**src/rtl/status_stack_if.sv**
```systemverilog
// Flag-register bus between the decoder/condition logic and status_stack.
// The control unit drives op/wr_mask/wr_data. The register returns the flag
// word, the stack occupancy and the fault status.
interface status_stack_if #(
    parameter int FLAG_W = 5,
    parameter int PTR_W  = 3
);
    logic [2:0]        op;
    logic [FLAG_W-1:0] wr_mask;
    logic [FLAG_W-1:0] wr_data;
    logic [FLAG_W-1:0] flags;
    logic [PTR_W-1:0]  depth;
    logic              empty;
    logic              full;
    logic              stack_fault;

    // Control unit side: issues one op per cycle and consumes the flags.
    modport master (
        output op, wr_mask, wr_data,
        input  flags, depth, empty, full, stack_fault
    );

    // Flag register side.
    modport slave (
        input  op, wr_mask, wr_data,
        output flags, depth, empty, full, stack_fault
    );
endinterface

```
**src/rtl/status_stack.sv**
```systemverilog
// Processor status-flag register with a hardware save/restore stack.
// The register updates flags under a per-bit mask. On interrupt entry it saves
// the whole flag word. On return it restores that word, so nested handlers
// get their caller's flags back exactly. All state changes on the falling
// edge of clock. The datapath then samples the outputs on the next rising edge.
module status_stack #(
    parameter int FLAG_W = 5,
    parameter int DEPTH  = 4,
    parameter int PTR_W  = 3
) (
    input logic           clock,
    input logic           reset,
    status_stack_if.slave bus
);

    typedef enum logic [2:0] {
        OP_HOLD     = 3'd0,
        OP_WRITE    = 3'd1,
        OP_PUSH     = 3'd2,
        OP_POP      = 3'd3,
        OP_TOGGLE   = 3'd4,
        OP_SETALL   = 3'd5,
        OP_CLEAR    = 3'd6,
        OP_CLRFAULT = 3'd7
    } op_e;

    // Width of a stack slot index. A one-entry stack still gets a 1-bit index.
    localparam int IDX_W = (DEPTH > 1) ? $clog2(DEPTH) : 1;

    // Architectural state.
    logic [FLAG_W-1:0] flags_q;
    logic [PTR_W-1:0]  depth_q;
    logic              fault_q;

    // Next-state values.
    logic [FLAG_W-1:0] flags_d;
    logic [PTR_W-1:0]  depth_d;
    logic              fault_d;

    // Save stack. Slot i holds the i-th saved word, counted from the bottom.
    logic [FLAG_W-1:0] stack_mem [DEPTH];
    logic              push_we;
    logic [IDX_W-1:0]  wr_idx;
    logic [IDX_W-1:0]  rd_idx;

    logic              is_empty;
    logic              is_full;
    logic [FLAG_W-1:0] merged;
    op_e               op;

    assign op       = op_e'(bus.op);
    assign is_empty = (depth_q == '0);
    assign is_full  = (depth_q == PTR_W'(DEPTH));

    // A push writes the first free slot. A pop reads the topmost occupied slot.
    // Neither index is used when the matching full/empty check rejects the op.
    assign wr_idx = IDX_W'(depth_q);
    assign rd_idx = IDX_W'(depth_q - PTR_W'(1));

    // Masked merge shared by WRITE and PUSH. Bits outside wr_mask keep their value.
    assign merged = (flags_q & ~bus.wr_mask) | (bus.wr_data & bus.wr_mask);

    // Decode the op into next flags, depth, fault and the stack write strobe.
    always_comb begin
        // NOTE: every output of this block gets a default before the case, so
        // no op path can leave one unassigned and infer a latch.
        flags_d = flags_q;
        depth_d = depth_q;
        fault_d = fault_q;
        push_we = 1'b0;

        case (op)
            OP_HOLD: begin
            end
            OP_WRITE: begin
                flags_d = merged;
            end
            OP_PUSH: begin
                if (is_full) begin
                    fault_d = 1'b1;
                end else begin
                    push_we = 1'b1;
                    depth_d = depth_q + PTR_W'(1);
                    flags_d = merged;
                end
            end
            OP_POP: begin
                if (is_empty) begin
                    fault_d = 1'b1;
                end else begin
                    flags_d = stack_mem[rd_idx];
                    depth_d = depth_q - PTR_W'(1);
                end
            end
            OP_TOGGLE: begin
                flags_d = flags_q ^ bus.wr_mask;
            end
            OP_SETALL: begin
                flags_d = '1;
            end
            OP_CLEAR: begin
                flags_d = flags_q & ~bus.wr_mask;
            end
            OP_CLRFAULT: begin
                fault_d = 1'b0;
            end
            default: begin
            end
        endcase
    end

    // Commit flags, depth and fault on the falling edge. Synchronous reset wins.
    always_ff @(negedge clock) begin
        // NOTE: state registers use non-blocking assignments. Every register
        // then samples the old values of the others, which lets a PUSH read
        // the flags it is about to overwrite.
        if (reset) begin
            flags_q <= '0;
            depth_q <= '0;
            fault_q <= 1'b0;
        end else begin
            flags_q <= flags_d;
            depth_q <= depth_d;
            fault_q <= fault_d;
        end
    end

    // Save the pre-push flag word into the first free stack slot.
    always_ff @(negedge clock) begin
        // NOTE: the stack RAM has no reset. Depth gates every read, so a slot
        // is never read before a push has written it. This keeps the array
        // mappable to plain storage without a reset path.
        if (push_we && !reset) begin
            stack_mem[wr_idx] <= flags_q;
        end
    end

    assign bus.flags       = flags_q;
    assign bus.depth       = depth_q;
    assign bus.empty       = is_empty;
    assign bus.full        = is_full;
    assign bus.stack_fault = fault_q;

endmodule

```
**src/flat_wrapper.sv**
```systemverilog
// flat-port wrapper written by rule: the top's interface ports become plain ports
module status_stack_flat 
#(
    parameter int FLAG_W = 5,
    parameter int DEPTH  = 4,
    parameter int PTR_W  = 3
)
  (clock, reset, bus_op, bus_wr_mask, bus_wr_data, bus_flags, bus_depth, bus_empty, bus_full, bus_stack_fault);
  status_stack_if #(.FLAG_W(FLAG_W), .PTR_W(PTR_W)) bus_i ();
  input logic clock;
  input logic reset;
  input wire logic [$bits(bus_i.op)-1:0] bus_op;
  input wire logic [$bits(bus_i.wr_mask)-1:0] bus_wr_mask;
  input wire logic [$bits(bus_i.wr_data)-1:0] bus_wr_data;
  output wire logic [$bits(bus_i.flags)-1:0] bus_flags;
  output wire logic [$bits(bus_i.depth)-1:0] bus_depth;
  output wire logic [$bits(bus_i.empty)-1:0] bus_empty;
  output wire logic [$bits(bus_i.full)-1:0] bus_full;
  output wire logic [$bits(bus_i.stack_fault)-1:0] bus_stack_fault;
  assign bus_i.op = bus_op;
  assign bus_i.wr_mask = bus_wr_mask;
  assign bus_i.wr_data = bus_wr_data;
  assign bus_flags = bus_i.flags;
  assign bus_depth = bus_i.depth;
  assign bus_empty = bus_i.empty;
  assign bus_full = bus_i.full;
  assign bus_stack_fault = bus_i.stack_fault;
  status_stack #(.FLAG_W(FLAG_W), .DEPTH(DEPTH), .PTR_W(PTR_W)) u_core (.clock(clock), .reset(reset), .bus(bus_i));
endmodule
```
**config.mk**
```make
export PLATFORM = sky130hd
export DESIGN_NAME = status_stack_flat
export DESIGN_NICKNAME = d
export VERILOG_FILES = /design/src/rtl/status_stack_if.sv /design/src/rtl/status_stack.sv /design/src/flat_wrapper.sv
export SDC_FILE = /design/constraint.sdc
export NUM_CORES = 1
export LEC_CHECK = 0
export CORE_UTILIZATION = 53
export CTS_CLUSTER_SIZE = 30
export DETAILED_ROUTE_END_ITERATION = 10
export PLACE_DENSITY = 0.82
export SYNTH_ARGS = -nofsm -noshare
export SYNTH_HDL_FRONTEND = slang
export SYNTH_SLANG_ARGS = --single-unit
```
**constraint.sdc**
```tcl
create_clock -name clock -period 2.2 [get_ports clock]
set_clock_uncertainty 0.05 [all_clocks]
set_input_delay 0.22 -clock clock [delete_from_list [all_inputs] [get_ports clock]]
set_output_delay 0.22 -clock clock [all_outputs]
set_load 0.02 [all_outputs]
```
==> impl_summary.md <==
Critical path
Walking the worst path, the cells encountered are inv_6, ha_4, and2_4, buf_6. The destination of the worst register-to-register timing path is u_core.stack_mem[3][4]. STA puts the critical path data required time at 1.93 ns. Of all nets on the critical path, the largest fanout is 3. In this run the critical register-to-register path is launched from u_core.bus.depth[0]. The worst setup path is of the reg -> out kind.

Data on the critical path arrives at its endpoint at 2.29 ns. The worst register-to-register path has a depth of 6. The largest single stage delay on the critical path is 0.36 ns.

The worst setup path is captured at an output port. The critical path's slowest cell is sky130_fd_sc_hd__dfxtp_4. The launching element type of the critical path is a flip-flop. The minimum setup slack among reg-to-reg paths is 0.46 ns.

Clocking
The CTS tree is built. For the worst-skew pair, the clock arrives at the later sink with an insertion delay of 0.40 ns. The hold buffer count at CTS is 0. The clock root buffer master is sky130_fd_sc_hd__clkbuf_4. The maximum level of the CTS H-tree is 2. The number of buffers created by CTS is 5. The clock transition at the registers of the reported paths is 0.04 ns. The longest clock path from root to sink contains 2 buffers. Clock tree synthesis found a total of 29 sinks.

Cells and area
The final standard cell utilization of the core is 84.4%. The layout net count is 245. The number of filler instances in the final layout is 155.

In the final layout, the share of cells above drive strength 1 is 40.3%. The number of inserted diodes is 0. The cell area after layout is 0.00239 mm2. Compared with the post-synthesis result, the final layout area differs by 47.2%.

Drt
The detail route stage leaves a number of antenna-violating nets equal to 0. The routed design has 4260 um of wire. The first routing iteration left 82 violations.

The total number of vias is 1429. After detailed routing, the number of vias per cell comes to 5.67. The per-cell routed wire length is 16.9 um.

After detailed routing, the number of remaining DRC violations is 2. The first-pass iteration count of the detailed router is 7.

Place
The standard cell area after detailed placement is 0.00209 mm2. The count of buffers added on input and output ports is 25. The final estimated routing congestion in global placement is 0.840. Detailed placement finished with a half-perimeter wire length of 2760 um.

Min path
The worst hold path passes through 0 cells. The type of the tightest min-delay check is reg -> reg. The path with the worst hold slack has its endpoint at u_core.stack_mem[3][4].

Global routing
The total global-route track usage is 27.8%. Global routing finished with a remaining overflow of 0. The largest net degree at the start of global routing is 13. The via count of the first global-routing pass is 1454. The first global-routing pass estimated 6540 um of wire. The initial antenna violation count is 0.

Timing
The total count of max-transition violations in the final report is 0. In the post-route analysis, the smallest setup slack over all paths is -0.362 ns. The worst-case hold slack is 0.416 ns. Setup violations remaining at the end of the flow were counted as 8. Setup repair after global routing could not meet its margin everywhere. Headroom to the max-slew limit came out at 77.8%. At the pin with the least slew margin, the transition time is 0.330 ns. The number of hold violations in the final report is 0.

Yosys
The synthesized-area fraction occupied by and/or/nand/nor cells is 11.1%. The mux cell area share after synthesis is 7.56%. The flip-flop and latch count after synthesis is 29. The part of the Yosys area used for sequential elements is 48.1%. The average cell area after synthesis is 12.1 um2.

The area fraction in compound gates after synthesis is 11.7%. By area, the combinational part of the netlist is dominated by adder cells. The net count after synthesis is 159. In the synthesized netlist, the number of instances is 134. The number of distinct library cells after synthesis is 33. The cell area after synthesis is 0.00162 mm2. The xor and xnor fraction of the mapped netlist area is 1.62%. After Yosys synthesis, full adders, half adders and majority gates account for 14.3% of the synthesized area.

The count of synthesis-stage warnings from yosys is 0.

Outcome
The flow ran to the end, but the final reports show violations. The final reports fail on DRC, setup timing.

Die
The horizontal extent of the die is 57.3 um. The overall die area is 0.00329 mm2. 26 I/O pins were placed. The initial utilization of the core area, before any placement, comes to 57.4%. Row generation in the floorplan step produced 19 rows.

The core area is 0.00283 mm2. The die span in y is 57.3 um.

Power and ir drop
For this design the ratio of total power to cell area is 649 mW/mm2. In this run the static leakage power is 1.08 nW. The worst-case vdd ir drop is 0.343 mV.

Job
The max capacitance violation total is 0.
[per-stage QoR]
stage | worst slack [ns] | total power, mW | std cells | TNS (ns)
floorplan | -0.148 | 0.919 | 134 | -3.65
global placement | -0.704 | 1.05 | 205 | -21.79
detailed placement | -0.761 | 1.06 | 205 | -23.22
CTS | -0.375 | 1.53 | 248 | -1.25
global route | -0.403 | 1.63 | 252 | -1.48
finish | -0.362 | 1.55 | 252 | -1.18
[worst max path at each step]
stage,cells after the start,slack [ns],start,endpoint
after floorplan,6,-0.15,bus_op[1],u_core.bus.depth[2]
after global placement,4,-0.70,bus_op[2],u_core.stack_mem[2][0]
after detailed placement,5,-0.76,bus_op[1],flip-flop
after CTS,4,-0.37,u_core.bus.depth[0],bus_full
after global routing,4,-0.40,u_core.bus.depth[0],bus_full
final,4,-0.36,u_core.bus.depth[0],bus_full
[kinds of logic after synthesis]
| group | Yosys count |
|---|---|
| mux | 6 |
| fa+ha+maj | 20 |
| flops | 29 |
| compound gates | 26 |
| buf+inv | 17 |
| xor+xnor | 3 |
| simple gates | 33 |
[worst max-delay path, delay by kind of cell (launching register included)]
| family | cells | cell delay (ns) |
|---|---|---|
| adders and majority gates | 1 | 0.15 |
| DFF | 1 | 0.36 |
| and+or+nand+nor | 1 | 0.14 |
| buffers and inverters | 2 | 0.15 |
[synth_stat cells (all sizes together)]
library cell / number / area [um2]
a311oi: 5 / 43.8
nor4: 1 / 6.26
maj3: 10 / 106
and2: 5 / 31.3
nor2: 8 / 30.0
nand2b: 2 / 12.5
nand3: 1 / 5.00
clkbuf: 3 / 11.3
a211oi: 1 / 7.51
a21oi: 6 / 30.0
a2bb2oi: 1 / 8.76
nand2: 6 / 22.5
o2111a: 5 / 56.3
edfxtp: 20 / 601
a21o: 1 / 7.51
a31oi: 1 / 6.26
inv: 9 / 33.8
mux4: 5 / 113
buf: 5 / 46.3
or3: 1 / 6.26
xor2: 2 / 17.5
and3b: 1 / 8.76
mux2i: 1 / 10.0
nor2b: 6 / 37.5
xnor2: 1 / 8.76
dfxtp: 9 / 180
o21ai: 6 / 30.0
ha: 10 / 125
nand4bb: 1 / 11.3
nand4b: 1 / 8.76
[cell usage in the layout, fill, tap and decap left out, drive strengths merged, types with 6 or more instances in the layout]
| cell type | instances |
|---|---|
| edfxtp | 20 |
| inv | 39 |
| dfxtp | 9 |
| maj3 | 10 |
| nor2 | 8 |
| nand2 | 6 |
| a21oi | 6 |
| ha | 10 |
| o21ai | 6 |
| nor2b | 6 |
| buf | 48 |
[power breakdown]
group,switching (mW),internal [mW]
clock network,0.334,0.187
logic,0.184,0.213
registers,0.0158,0.616
total,0.533,1.02
[repair_timing]
action | CTS | global route
resized for setup | 107 | 5
pin swaps | 11 | 6
gates cloned | 2 | 0
endpoints found under the setup margin | 40 | 20
buffers inserted | 5 | 5
[final cells by class]
cell class | instances | area (um2) | area share, %
clock buffers | 5 | 37.5 | 1.57
clock inverters | 32 | 124 | 5.19
inverters | 8 | 35.0 | 1.47
multi-input cells | 88 | 833 | 34.9
flip-flops and latches | 29 | 797 | 33.4
well taps | 31 | 38.8 | 1.62
repair buffers | 59 | 523 | 21.9
[metal layers]
layer	wire length (um)	track usage, %	share of wire [%]	up-vias
met4	95	14.6	2.2	0
met3	200	6.80	4.7	8
met5	0	0	0	-
li1	-	-	-	673
met2	2270	48.7	53	63
met1	1690	31.4	40	685
No activity file was read; power rests on OpenSTA's default activity.
